### config.mk
export PLATFORM = sky130hd
export DESIGN_NAME = lsu_bus_bridge
export DESIGN_NICKNAME = d
export VERILOG_FILES = /design/src/rtl/lsu_bus_bridge.sv
export SDC_FILE = /design/constraint.sdc
export NUM_CORES = 1
export LEC_CHECK = 0
export ABC_AREA = 1
export ABC_CLOCK_PERIOD_IN_PS = 1800
export BUFFER_PORTS_ARGS = -buffer_cell sky130_fd_sc_hd__buf_2
export CAP_MARGIN = 30
export CORE_AREA = 2 2 172 174
export DETAILED_ROUTE_END_ITERATION = 7
export DIE_AREA = 0 0 174 176
export PLACE_DENSITY = 0.55
export REMOVE_ABC_BUFFERS = 1
export SLEW_MARGIN = 40
export SYNTH_ARGS = -nofsm -noshare
export SYNTH_HDL_FRONTEND = slang
export SYNTH_SLANG_ARGS = --single-unit
### constraint.sdc
create_clock -name clk -period 1.8 [get_ports clk]
set_input_delay 0.27 -clock clk [delete_from_list [all_inputs] [get_ports clk]]
set_output_delay 0.27 -clock clk [all_outputs]
set_load 0.02 [all_outputs]
### src/rtl/lsu_bus_bridge.sv
// Load/store bridge between the core's execute stage and a valid/ready data bus.
// Decodes funct3 into byte enables and lane-replicated store data, flags
// misaligned or illegal accesses without touching the bus, runs one bus
// request/response per instruction under a timeout, and returns extended load
// data. The core is stalled until the single-cycle DONE state.
module lsu_bus_bridge #(
  parameter int unsigned TIMEOUT = 255
) (
  input  logic        clk,
  input  logic        rst,
  input  logic        req_valid,
  input  logic        req_we,
  input  logic [2:0]  req_func3,
  input  logic [31:0] req_addr,
  input  logic [31:0] req_wdata,
  output logic        stall,
  output logic        done,
  output logic [31:0] rdata,
  output logic        misalign,
  output logic        err,
  output logic        bus_req_valid,
  input  logic        bus_req_ready,
  output logic [31:0] bus_addr,
  output logic        bus_we,
  output logic [3:0]  bus_be,
  output logic [31:0] bus_wdata,
  input  logic        bus_rsp_valid,
  input  logic [31:0] bus_rsp_data,
  input  logic        bus_rsp_err
);

  typedef enum logic [1:0] {
    S_IDLE,
    S_REQ,
    S_RSP,
    S_DONE
  } state_t;

  // Counter value seen in the last cycle allowed in REQ+RSP.
  localparam logic [15:0] TMO_LAST = 16'(TIMEOUT - 1);

  state_t      state, state_next;
  logic [31:0] addr_q;
  logic        we_q;
  logic [2:0]  func3_q;
  logic [3:0]  be_q;
  logic [31:0] wdata_q;
  logic [15:0] cnt;
  logic        misalign_q;
  logic        err_q;

  logic        dec_illegal;
  logic        dec_misalign;
  logic [3:0]  dec_be;
  logic [31:0] dec_wdata;
  logic [31:0] load_ext;
  logic [31:0] rsp_shifted;
  logic        tmo;

  assign tmo = (cnt >= TMO_LAST);

  // Decode the incoming request: legality, alignment, byte enables, store lanes.
  always_comb begin
    // NOTE: every signal gets a default before the case, otherwise the
    // unassigned branches would infer latches.
    dec_be       = 4'b0000;
    dec_wdata    = req_wdata;
    dec_misalign = 1'b0;
    if (req_we) dec_illegal = (req_func3 > 3'b010);
    else        dec_illegal = (req_func3 == 3'b011) || (req_func3[2:1] == 2'b11);
    case (req_func3[1:0])
      2'b00: begin
        dec_be    = 4'b0001 << req_addr[1:0];
        dec_wdata = {4{req_wdata[7:0]}};
      end
      2'b01: begin
        dec_be       = req_addr[1] ? 4'b1100 : 4'b0011;
        dec_wdata    = {2{req_wdata[15:0]}};
        dec_misalign = req_addr[0];
      end
      2'b10: begin
        dec_be       = 4'b1111;
        dec_misalign = (req_addr[1:0] != 2'b00);
      end
      default: ;
    endcase
  end

  // Select the addressed byte/half of the response word and extend it.
  always_comb begin
    rsp_shifted = bus_rsp_data >> {addr_q[1:0], 3'b000};
    case (func3_q)
      3'b000:  load_ext = {{24{rsp_shifted[7]}}, rsp_shifted[7:0]};
      3'b001:  load_ext = addr_q[1] ? {{16{bus_rsp_data[31]}}, bus_rsp_data[31:16]}
                                    : {{16{bus_rsp_data[15]}}, bus_rsp_data[15:0]};
      3'b100:  load_ext = {24'h0, rsp_shifted[7:0]};
      3'b101:  load_ext = addr_q[1] ? {16'h0, bus_rsp_data[31:16]}
                                    : {16'h0, bus_rsp_data[15:0]};
      default: load_ext = bus_rsp_data;
    endcase
  end

  // State register.
  always_ff @(posedge clk or negedge rst) begin
    // NOTE: sequential state uses non-blocking assignments so every register
    // samples the pre-edge values regardless of statement order.
    if (!rst) state <= S_IDLE;
    else      state <= state_next;
  end

  // Next-state logic; a bus handshake or response takes priority over timeout.
  always_comb begin
    state_next = state;
    case (state)
      S_IDLE: if (req_valid) state_next = (dec_illegal || dec_misalign) ? S_DONE : S_REQ;
      S_REQ: begin
        if (bus_req_ready) state_next = S_RSP;
        else if (tmo)      state_next = S_DONE;
      end
      S_RSP:  if (bus_rsp_valid || tmo) state_next = S_DONE;
      S_DONE: state_next = S_IDLE;
      default: state_next = S_IDLE;
    endcase
  end

  // Request capture, timeout counter, completion flags and load data register.
  always_ff @(posedge clk or negedge rst) begin
    if (!rst) begin
      addr_q     <= '0;
      we_q       <= 1'b0;
      func3_q    <= '0;
      be_q       <= '0;
      wdata_q    <= '0;
      cnt        <= '0;
      misalign_q <= 1'b0;
      err_q      <= 1'b0;
      rdata      <= '0;
    end else begin
      case (state)
        S_IDLE: begin
          cnt <= '0;
          if (req_valid) begin
            addr_q     <= req_addr;
            we_q       <= req_we;
            func3_q    <= req_func3;
            be_q       <= dec_be;
            wdata_q    <= dec_wdata;
            err_q      <= dec_illegal;
            misalign_q <= dec_misalign && !dec_illegal;
          end
        end
        S_REQ: begin
          cnt <= cnt + 16'd1;
          if (!bus_req_ready && tmo) begin
            err_q <= 1'b1;
            if (!we_q) rdata <= '0;
          end
        end
        S_RSP: begin
          cnt <= cnt + 16'd1;
          if (bus_rsp_valid) begin
            if (bus_rsp_err) begin
              err_q <= 1'b1;
              rdata <= '0;
            end else if (!we_q) begin
              rdata <= load_ext;
            end
          end else if (tmo) begin
            err_q <= 1'b1;
            if (!we_q) rdata <= '0;
          end
        end
        default: ;
      endcase
    end
  end

  // Moore outputs: bus fields are presented only while requesting.
  always_comb begin
    bus_req_valid = (state == S_REQ);
    bus_addr      = bus_req_valid ? {addr_q[31:2], 2'b00} : 32'h0;
    bus_we        = bus_req_valid & we_q;
    bus_be        = bus_req_valid ? be_q : 4'b0000;
    bus_wdata     = bus_req_valid ? wdata_q : 32'h0;
    done          = (state == S_DONE);
    misalign      = done & misalign_q;
    err           = done & err_q;
  end

  // Stall follows req_valid combinationally and releases in DONE; forced low in reset.
  assign stall = rst & req_valid & (state != S_DONE);

endmodule

After elaboration in Yosys (flattened, before gate mapping)
Index checks and enable logic that the tools add are counted.
Widths: inputs -> output; s select.
{"block": "totals", "out_inout_bits": 106, "in_bits": 106, "word_cells": 88, "ff_bits": 124}
{"block": "classes", "n_lt_le_gt_ge": 2, "n_bitwise": 5, "eq_ne": 18, "n_mux": 31, "add_sub_neg": 1, "shift": 2, "reduce_logical": 19}
{"op": "$mux 32", "n": 9}
{"op": "$pmux 32 s2", "n": 2}
{"op": "$pmux 32 s4", "n": 1}
{"op": "$pmux 16 s2", "n": 1}
{"op": "$shr 32x5->8", "n": 1}
{"op": "$add 16x1->16 const B", "n": 1}
{"op": "$ge 16x8->1 const B", "n": 1}
{"op": "$mux 16", "n": 1}
{"op": "$pmux 4 s3", "n": 1}
{"op": "$mux 2", "n": 5}
{"op": "$eq 2x2->1 const B", "n": 4}
{"op": "$mux 4", "n": 2}
{"op": "$pmux 2 s4", "n": 1}
{"op": "$eq 3x3->1 const B", "n": 2}
{"op": "$mux 1", "n": 6}
{"op": "$ne 2x2->1 const B", "n": 3}
{"op": "$ne 3x3->1 const B", "n": 2}
{"op": "$reduce_bool 2->1", "n": 3}
{"op": "$and 1x1->1", "n": 5}
{"op": "$reduce_and 5->1", "n": 1}
{"op": "$eq 2x1->1 const B", "n": 2}
{"op": "$logic_not 2->1", "n": 2}
{"op": "$ne 4x4->1 const B", "n": 1}
{"op": "$reduce_and 4->1", "n": 1}
{"op": "other kinds (16)", "n": 20}

Longest topological paths before layout
{"block": "depth", "depth_word": 7, "ltp_mapped": 12, "ltp_nobuf": 11}

Least setup slack after synthesis
Ideal clock, no wire load.
{"block": "synth_path", "kind": "flip-flop to output port", "startpoint": "register state[1]", "endpoint": "output bus_wdata[11]", "path_buffers": 3, "stages_incl_launch_ff": 8, "arrival_time_ns": 1.706, "slack_ns": -0.176, "required_time_ns": 1.530, "cell_sequence": "dfrtp_1 -> inv_1 -> ha_1 -> buf_4 -> clkbuf_1 -> buf_1 -> nand2_1 -> inv_1"}
{"block": "synth_via", "elab_chain_len": 2}
{"element": "start: declaration", "line": "42", "source": "state_t state, state_next;"}
{"element": "start signal: assignment", "line": "108", "source": "else state <= state_next;"}
{"element": "$eq 2x1->1", "line": "180", "source": "bus_req_valid = (state == S_REQ);"}
{"element": "net bus_req_valid", "line": "21", "source": "output logic bus_req_valid,"}
{"element": "$mux 32", "line": "184", "source": "bus_wdata = bus_req_valid ? wdata_q : 32'h0;"}
{"element": "end: declaration", "line": "26", "source": "output logic [31:0] bus_wdata,"}
The timed path passes the listed nets, and every way through them passes these cells.

Worst setup path after layout
{"block": "layout_path", "startpoint": "register state[1]", "endpoint": "output bus_wdata[19]"}
{"block": "layout_via", "elab_chain_len": 2}
{"element": "$eq 2x1->1", "line": "180"}
{"element": "$mux 32", "line": "184"}
No other way between the ends.

==> results.md <==
* Cell Rows at 62
* Starting density of the core at 0.2486
* Peak supply drop at 0.6915 mV
* WHS Path Cells at 3
* Hold wc startpoint: req_addr[28]
* Most common cell after layout, fill and taps aside: nand2_1
* DRT Wirelength at 24.21 mm
* Max Cap Viol at 0
* Static leakage at 0.005777 uW
* Vias per cell at 4.409
* DP Area at slightly below 9000 sq um
* TritonRoute pass-1 iters at 5
* CP top delay family: buffers and inverters
* Routed Antenna Nets at 0
* Reg2Reg Setup Slack at -0.04 ns
* RR Startpoint: state[1]$_DFFE_PN0P_
* Die width at 174 microns
* Clock Sinks at 124
* Sw frac at 0.4415
* Worst path cell trace: inv_2, ha_4, buf_6, buf_16, nand2_2, inv_2, buf_6
* Post-synth top area share at 0.4373
* H-tree depth at 4
* Power share of the combinational group at 0.529
* Clock share of power at 0.203
* Worst slew pin tran at 0.6788 ns
* Most frequent cells in the layout: nand2_1 (414), buf_2 (137), dfrtp_1 (123)
* Final hold violation count at 0
* DR WL/cell at ~14 microns
* Cells after synthesis at between 1000 and 1500
* Non-Filler Instances at 1676
* Average size of a mapped cell at 6.810 sq um
* Hold Crit Endpoint: addr_q[28]$_DFFE_PN0P_
* Max_slew headroom at 0.5475
* RSZ-0062 raised after global routing: true
* Crit-path max FO at 7
* RR Endpoint: rdata[29]$_DFFE_PN0P_
* PD cells at 1734 nW/um^2
* Synth warn at 0
* DP Worst Slack at ~0.011 ns
* Synth cell types at 31
* Fin crit period at around 1.9 ns
* Reg2reg path depth at 13
* Clock Tree Root: clkbuf_16
* Worst hold margin at a little under 0.04 ns
* Worst setup SP type: register
* Final GP Congestion at around 0.85
* Share of cells above drive strength 1 at 0.3060
* Area leader, netlist: dfrtp_1
* Port-buffer cells at approximately 210
* 1st-iter DRT viols at 439
* Total gr overflow at 0
* Final WS setup at -0.1086 ns
* Chip Height at 176 microns
* GR Util All Layers at 0.1553
* CTS tree: built
* TritonCTS Buffers at 17
* Internal power at 9935 uW
* Area grow syn2layout at 44.58%
* Clk_lat worst skew at about 0.42 ns
* Kind of critical path: register to output pin
* Clk slew on worst S/H paths at ~0.070 ns
* Die ar. at 30620 sq um
* Flop pwr share at 0.267
* Longest Clk Path Bufs at 2
* Hold Crit Class: input port to register
* Arr. time, crit path at around 1.6 ns
* Critical Path Max Stage Delay at 0.39 ns
* Area of the core at 28550 sq um
* Dominant cells by area after synthesis: dfrtp_1 (44%), nand2_1 (23%), inv_1 (6.8%), o21ai_0 (6.3%), nor2_1 (4.2%)
* F_max at 524.0 MHz
* Initial antenna violation count at 2
* NetSw at between 7000 and 8000 uW
* HPWL Detailed at 16.17 mm
* First-pass GRT wire length at ~38 mm
* # placed instances at 1620
* Layout Nets at 1395
* Drc violations at 0
* # setup viols final at 80
* Buf/Inv on CP at 5
* Vias at 7390
* Vias in the first global route at between 7000 and 8000
* Status: complete, but fails checks
* Syn Std Cell Area at ~7000 sq um
* Failing checks: negative setup slack
* CP Capture Type: output pin
* Synth Register Bits at 124
* Fin area at 10260 sq um
* Final Skew at around 0.011 ns
* Sequential area share after synthesis at 0.4373
* I/O Pins at 212
* Crit path required time at 1.53 ns
* Crit-path slowest cell: dfrtp_1
* Final Max Slew Viols at 0
* Largest net degree at the start of global routing at 77
* Final Cycle Share at 1.060
==> cells by family (layout without fill, tap and decap cells) <==
| kind of cell | after synthesis | after routing | synth area share |
|---|---|---|---|
| AOI/OAI and AO/OA | 150 | 150 | 0.1104 |
| xor gates and xnor gates | 1 | 1 | 0.001235 |
| adders and majority gates | 11 | 11 | 0.01940 |
| buffers and inverters | 179 | 427 | 0.1067 |
| DFF | 124 | 124 | 0.4373 |
| other | 1 | 3 | 0.0005285 |
| and+or+nand+nor | 576 | 576 | 0.3245 |
==> synthesized netlist by cell type <==
cell	count
nand2_1	443
inv_1	128
dfrtp_1	124
o21ai_0	90
nor2_1	80
a21oi_1	44
nand3_1	27
clkbuf_1	24
ha_1	11
buf_2	10
buf_6	8
o211ai_1	7
nand4_1	6
nor3_1	6
a31oi_1	4
nand2_2	4
nand3_2	4
buf_4	3
inv_2	3
nand2_4	3
a211oi_1	2
buf_1	2
a21oi_2	1
clkbuf_2	1
conb_1	1
nor2_4	1
nor2_8	1
o21ai_1	1
o22ai_1	1
or2_2	1
xnor2_1	1
==> metal layers <==
layer	up-vias	GRT usage	wire, microns
met3	14	0.05103	1811
met4	2	0.02941	201
met5	-	0	13
met2	242	0.2458	10950
li1	3678	-	-
met1	3454	0.2084	11230
==> through the flow <==
stage | power [uW] | TNS [ns] | utilization
floorplan | 9070 | -169.62 | -
global placement | 12160 | 0 | 0.3068
detailed placement | 12230 | 0 | 0.3068
CTS | 17050 | -8.429 | 0.3461
global route | 19060 | -13.91 | 0.3593
finish | 17790 | -4.350 | 0.3594
==> power by group through the flow <==
| stage | sequential [uW] | combinational, uW | clock [uW] |
|---|---|---|---|
| 2_1_floorplan | 4930 | 4140 | 0 |
| 6_report | 4750 | 9420 | 3620 |
| 5_1_grt | 4900 | 10300 | 3830 |
| 3_5_place_dp | 4710 | 7520 | 0 |
| 3_3_place_gp | 4700 | 7460 | 0 |
| 4_1_cts | 4690 | 8650 | 3710 |
==> repair_timing <==
action	in CTS	in global routing
pin swaps	1	6
buffers inserted	9	4
resized for setup	102	128
hold buffers	1	0
setup endpoints to repair	75	109
cloned	7	5
endpoints found under the hold margin	76	0
==> worst max-delay path by stage <==
stage / start / to / slack [ns] / cells past startpoint
detailed placement: state[0]$_DFFE_PN0P_ / rdata[29]$_DFFE_PN0P_ / 0.01 / 9
finish: state[1]$_DFFE_PN0P_ / bus_wdata[19] / -0.11 / 7
CTS: state[1]$_DFFE_PN0P_ / bus_wdata[3] / -0.18 / 6
floorplan: state[0]$_DFFE_PN0P_ / misalign_q$_DFFE_PN0P_ / -1.77 / 6
global route: state[1]$_DFFE_PN0P_ / bus_wdata[7] / -0.21 / 6
global placement: state[0]$_DFFE_PN0P_ / rdata[7]$_DFFE_PN0P_ / 0.03 / 9
==> state kept, by name (all words and copies together) (netlist names) <==
register    count
func3_q         3
addr_q         32
rdata          32
misalign_q      1
state           2
err_q           1
be_q            4
we_q            1
wdata_q        32
cnt            16
==> worst register-to-register path, stage by stage, from the launching register on <==
cell	delay [ns]
dfrtp_1	0.39
inv_2	0.09
ha_4	0.23
buf_4	0.15
buf_6	0.09
inv_2	0.04
o21ai_2	0.05
nand3_2	0.13
nand2_4	0.13
inv_2	0.06
nand2_4	0.14
clkbuf_16	0.17
nand2_1	0.05
nand2_1	0.07
==> final cells by class <==
class | instances | area [sq um]
multi-input combinational | 740 | 3415
clock inverter | 14 | 173.9
inverter | 131 | 498.0
sequential | 124 | 3104
timing repair buffer | 262 | 2143
fill | 3134 | 18290
timing repair inverter | 2 | 12.51
antenna | 1 | 2.502
clock buffer | 18 | 429.2
tap | 384 | 480.5
Note: power is estimated with default switching activity, not from simulation.
